--- src/rtl/encoder83_sync.sv ---
// Synchronous 8-to-3 event encoder: rising edges on F[7:0] are queued in a
// pending register and delivered one code per clock over a valid/ready handshake.
module encoder83_sync #(
  parameter int unsigned LOW_WINS = 0,
  parameter int unsigned OVF_EN   = 1
) (
  input  logic       clk,
  input  logic       rst_n,
  input  logic [7:0] F,
  output logic       A,
  output logic       B,
  output logic       C,
  output logic       valid,
  input  logic       ready,
  output logic       busy,
  output logic       ovf,
  input  logic       ovf_clr
);

  localparam logic [0:0] IDLE = 1'b0;
  localparam logic [0:0] HOLD = 1'b1;

  logic [0:0] r_state;
  logic [7:0] r_f_d;
  logic [7:0] r_pend;
  logic [2:0] r_code;
  logic       r_ovf;

  logic [7:0] w_evt;
  logic       w_any;
  logic [2:0] w_sel;
  logic       w_load;
  logic [7:0] w_clr;
  logic [7:0] w_pend_nxt;
  logic       w_ovf_set;

  assign w_evt = F & ~r_f_d;
  assign w_any = |r_pend;

  // Priority pick: the last matching index in scan order wins.
  always_comb begin
    w_sel = '0;
    if (LOW_WINS != 0) begin
      for (int unsigned i = 8; i > 0; i--) begin
        if (r_pend[i-1]) w_sel = 3'(i - 1);
      end
    end else begin
      for (int unsigned i = 0; i < 8; i++) begin
        if (r_pend[i]) w_sel = 3'(i);
      end
    end
  end

  assign w_load = w_any && ((r_state == IDLE) || ready);
  assign w_clr  = w_load ? (8'b0000_0001 << w_sel) : '0;

  // A fresh event re-arms a bit even on the edge its previous occurrence is consumed.
  assign w_pend_nxt = (r_pend & ~w_clr) | w_evt;
  assign w_ovf_set  = |(w_evt & r_pend & ~w_clr);

  always_ff @(posedge clk or negedge rst_n) begin
    if (!rst_n) begin
      r_state <= IDLE;
      r_f_d   <= '1;
      r_pend  <= '0;
      r_code  <= '0;
      r_ovf   <= 1'b0;
    end else begin
      r_f_d  <= F;
      r_pend <= w_pend_nxt;
      if (w_load) begin
        r_code  <= w_sel;
        r_state <= HOLD;
      end else if (r_state == HOLD && ready) begin
        r_state <= IDLE;
      end
      if (OVF_EN == 0) r_ovf <= 1'b0;
      else if (w_ovf_set) r_ovf <= 1'b1;
      else if (ovf_clr) r_ovf <= 1'b0;
    end
  end

  assign A     = r_code[2];
  assign B     = r_code[1];
  assign C     = r_code[0];
  assign valid = (r_state == HOLD);
  assign busy  = |r_pend;
  assign ovf   = r_ovf;

endmodule

--- config.mk ---
export PLATFORM = sky130hd
export DESIGN_NAME = encoder83_sync
export DESIGN_NICKNAME = d
export VERILOG_FILES = /design/src/rtl/encoder83_sync.sv
export SDC_FILE = /design/constraint.sdc
export NUM_CORES = 1
export LEC_CHECK = 0
export ABC_CLOCK_PERIOD_IN_PS = 2150
export BUFFER_PORTS_ARGS = -buffer_cell sky130_fd_sc_hd__buf_4
export CELL_PAD_IN_SITES_DETAIL_PLACEMENT = 1
export CELL_PAD_IN_SITES_GLOBAL_PLACEMENT = 2
export CORE_MARGIN = 2
export CORE_UTILIZATION = 33
export CTS_CLUSTER_DIAMETER = 40
export CTS_CLUSTER_SIZE = 40
export DETAILED_ROUTE_END_ITERATION = 6
export PLACE_DENSITY = 0.8
export SYNTH_ARGS = -nofsm -noshare
export SYNTH_HDL_FRONTEND = slang
export SYNTH_SLANG_ARGS = --single-unit
--- constraint.sdc ---
create_clock -name clk -period 2.15 [get_ports clk]
set_input_delay 0.3225 -clock clk [delete_from_list [all_inputs] [get_ports clk]]
set_output_delay 0.3225 -clock clk [all_outputs]
set_load 0.01 [all_outputs]
* Word level (Yosys, flattened, before mapping)
Index checks and enable logic that the tools add are counted.
** Word-level totals
- Register bits after elaboration :: 21
- Input port bits :: 12
- Output and inout port bits :: 6
- Word-level logic and storage cells :: 33
** Operators by class
- Shifts and indexed selects :: 1
- Muxes and demuxes :: 12
- Bitwise gates (word level) :: 8
- Reduce and logical (&&, ||, !) cells :: 7
** Operators with widths (count)
- $and A8 B8 Y8 :: 4
- $not A8 Y8 :: 2
- $reduce_or A8 Y1 :: 2
- $mux W3 :: 4
- $mux W8 :: 1
- $or A8 B8 Y8 :: 1
- $shl A1 B3 Y8 const A :: 1
- $mux W1 :: 5
- $mux W2 :: 2
- $reduce_bool A2 Y1 :: 2
- $logic_and A1 B1 Y1 :: 2
- $logic_or A1 B1 Y1 :: 1
- $not A1 Y1 :: 1

* Depth between registers and ports, before layout
- Depth after elaboration :: 13
- Gate-level depth with buffers :: 5
- Depth with buffers taken out :: 4

* Least setup slack after synthesis
No wires, ideal clock.
- Path kind :: reg-to-reg
- From :: register r_pend[6]
- To :: register r_code[0]
- Setup time :: 0.125 ns
- Arrival time :: 1.444 ns
- Required time :: 2.025 ns
- Setup slack :: 0.581 ns
- Cell stages (with the launch flop) :: 5
- Buffers on the path :: 0
- Clock period less this slack :: 1.569 ns
- Cell sequence :: dfrtp_1 -> nor4_4 -> nand2_2 -> o31a_1 -> mux2_4
** Between the ends
- Longest elaborated chain between the ends :: 2
- Elaborated cells between the ends (all ways) :: 4
- Those cells by class :: mux: 2; reduce/logical: 2
** Ends and longest elaborated chain
- start, declared :: line 25 : logic [7:0] r_pend;
- start signal, assigned :: line 70 : r_pend <= w_pend_nxt;
- $reduce_or A8 Y1 / $mux W3 (equally long branches) :: line 38, 49
- $logic_and A1 B1 Y1 / $mux W3 (equally long branches) :: line 54, 49
- end signal, assigned :: line 72 : r_code <= w_sel;
- end, declared :: line 26 : logic [2:0] r_code;
Several ways; a longest one is shown, not always the timed one.
A chain may end at the register's enable or synchronous reset.

* Final worst setup path
- From :: register r_pend[6]
- To :: output busy
** Between the ends
- Longest elaborated chain between the ends :: 1
** Ends and longest elaborated chain
- $reduce_or A8 Y1 :: line 87 : assign busy = |r_pend;
- end, declared :: line 15 : output logic busy,
Every way passes these cells.

==> run metrics <==
startpoint type of the worst setup path register; Hold Crit Class input port to register; Setup Skew 0.00152 ns; Syn Inst Count 80; post-synthesis register bit count 21; Vias between 600 and 700; hold slack 0.125 ns; CTS root buf clkbuf_4; # rows 19; CTS tree yes; Power Density 686 nW/µm²; fin crit share 0.955; Period minus WS final just over 2 ns; Post-Route Setup TNS 0 ns; slew margin rel. 0.620; largest net degree at the start of global routing 22; dpl cells 127; Power, Total 0.762 mW; DRT iter0 DRCs 10; Final Max Tran Viols 0; Peak Freq 0.487 GHz; count of different cell masters after synthesis 25; max cap viols 0; critical-path cell list nor4_4, nand2_2, or3_1, buf_4; total die area 3190 µm²; die span in x between 50 and 60 µm; clk slew on worst S/H paths 0.11 ns; RSZ-0062 raised after global routing no; Register Area 538 µm²; IO Port Bufs 17; Hold EP r_f_d[6]$_DFF_PN1_; Required @ worst endpoint 1.83 ns; commonest non-fill, non-tap cell in the layout buf_4; cell family with most CP delay simple AND/OR/NAND/NOR gates; H-tree level count 1; number of cells on the worst reg-to-reg path 4; routed wire length 1.81 mm; fill count 316; CP max stage delay 0.47 ns; Post-Layout Cell Count 132; Ports 18; initial antenna violation count 0; kind of critical path register to output pin; area grow syn2layout 22.1%; Max FO, Critical Path 6; first-pass GRT wire length between 3 and 4 mm; sequential share of the synthesized area 0.589; vias per inst 4.92; Post-synth EDFFs 0; Initial Utilization 0.339; most frequent cells in the layout 17 x buf_4, 11 x dfrtp_1, 9 x inv_1; Clock Path Buffers 2; Critical Path AT 1.73 ns; final setup vio count 0; worst reg2reg startpoint r_pend[6]$_DFF_PN0_; routability cong. 0.773; CP max-delay cell dfrtp_2; clock sink total 21; Ys Warns 0; Hold Path Cell Cnt 1; status finished, final reports clean; Slew @ Worst Pin ~0.57 ns; gr usage total 0.127; Net Count, Synth between 90 and 100; final net count 114; crit end category output pin; Antenna Violating Nets Remaining 0; Synth Flop Type dfrtp_1; Pleak 0.469 nW; worst skew pair latency 0.30 ns; Buf/Inv on CP 1; R2R Path End ovf$_DFFE_PN0P_; Inserted Clock Buffers 3; die height 56.5 µm; n_diodes 0; synthesized area 910 µm²; area of the multi-input gates 337 µm²; DR DRC count 0; Max VDD drop 308 µV; FFs w/ async S/R, synth 1.00; share of layout cells above drive strength 1 0.347; register-to-register setup slack 0.42 ns; HP Start F[6]; Core Footprint 2690 µm²; Mean Syn Cell Area 11.4 µm²; vias in the first global route 666; length of the first detailed-routing pass in iterations 4; GRT overflow 0; Hold Fails Final Rpt 0; DR WL/cell 13.7 µm
[routing by layer]
metal / vias up / share of wire / track usage
met5: - / 0 / 0
met4: 0 / 0.0094 / 0.0612
met3: 2 / 0.038 / 0.0276
met2: 13 / 0.47 / 0.196
met1: 308 / 0.48 / 0.167
li1: 326 / - / -
[stage by stage]
step / area (µm²) / setup slack, ns / utilization
2_1_floorplan: 910 / 0.581 / -
3_3_place_gp: 1070 / 0.454 / 0.399
3_5_place_dp: 1070 / 0.395 / 0.399
4_1_cts: 1110 / 0.0629 / 0.413
5_1_grt: 1110 / 0.0164 / 0.414
6_report: 1110 / 0.0977 / 0.414
[Yosys cell counts, drive strengths merged (2+ instances only)]
cell	n	area [µm²]
a21oi	3	15.0
dfrtp	13	325
dfstp	8	210
inv	9	33.8
mux2	2	30.0
nand2	8	32.5
nand2b	5	31.3
nand3b	2	15.0
nand4b	2	17.5
nor2	2	7.51
nor2b	3	18.8
o2111ai	2	17.5
o21ai	7	35.0
o31ai	3	22.5
o41ai	2	17.5
[worst max path at each step]
stage | startpoint | to | slack (ns) | cells after the start
6_report | r_pend[6]$_DFF_PN0_ | busy | 0.1 | 4
3_5_place_dp | r_pend[6]$_DFF_PN0_ | ovf$_DFFE_PN0P_ | 0.40 | 4
5_1_grt | r_pend[6]$_DFF_PN0_ | busy | 0.02 | 4
2_1_floorplan | r_pend[6]$_DFF_PN0_ | r_code[0]$_DFFE_PN0N_ | 0.58 | 4
3_3_place_gp | r_pend[6]$_DFF_PN0_ | busy | 0.45 | 4
4_1_cts | r_pend[6]$_DFF_PN0_ | busy | 0.06 | 4
[worst reg2reg max path: stages, from the launching register on]
cell	delay (ns)
dfrtp_2	0.47
nor4_4	0.35
nand2_2	0.13
o41ai_1	0.48
o2111ai_1	0.17
[sequential cells by signal (all words and copies together) (netlist names)]
signal,count
r_pend,8
r_f_d,8
valid,1
ovf,1
r_code,3
[cells by family after synthesis]
family                 Yosys count  synth area share
buffers and inverters           10            0.0413
and+or+nand+nor                 25             0.172
muxes                            2            0.0330
AOI/OAI and AO/OA               22             0.165
DFF                             21             0.589
[where the power goes]
group / internal (mW) / switching (mW)
registers: 0.430 / 0.0313
clock network: 0.0722 / 0.116
logic: 0.0619 / 0.0507
total: 0.564 / 0.198
[area by class of cell]
class	instances	share of cell area
Inverter	9	0.0304
Clock buffer	4	0.0236
Sequential cell	21	0.484
Multi-Input combinational cell	49	0.303
Tap cell	31	0.0349
Timing Repair Buffer	18	0.124
[what timing repair did]
action	4_1_cts	5_1_grt
endpoints found under the hold margin	13	0
endpoints found under the setup margin	0	1
hold buffers	1	0
setup buffers	0	0
gates resized for setup	0	2
No activity file was read; power rests on OpenSTA's default activity.
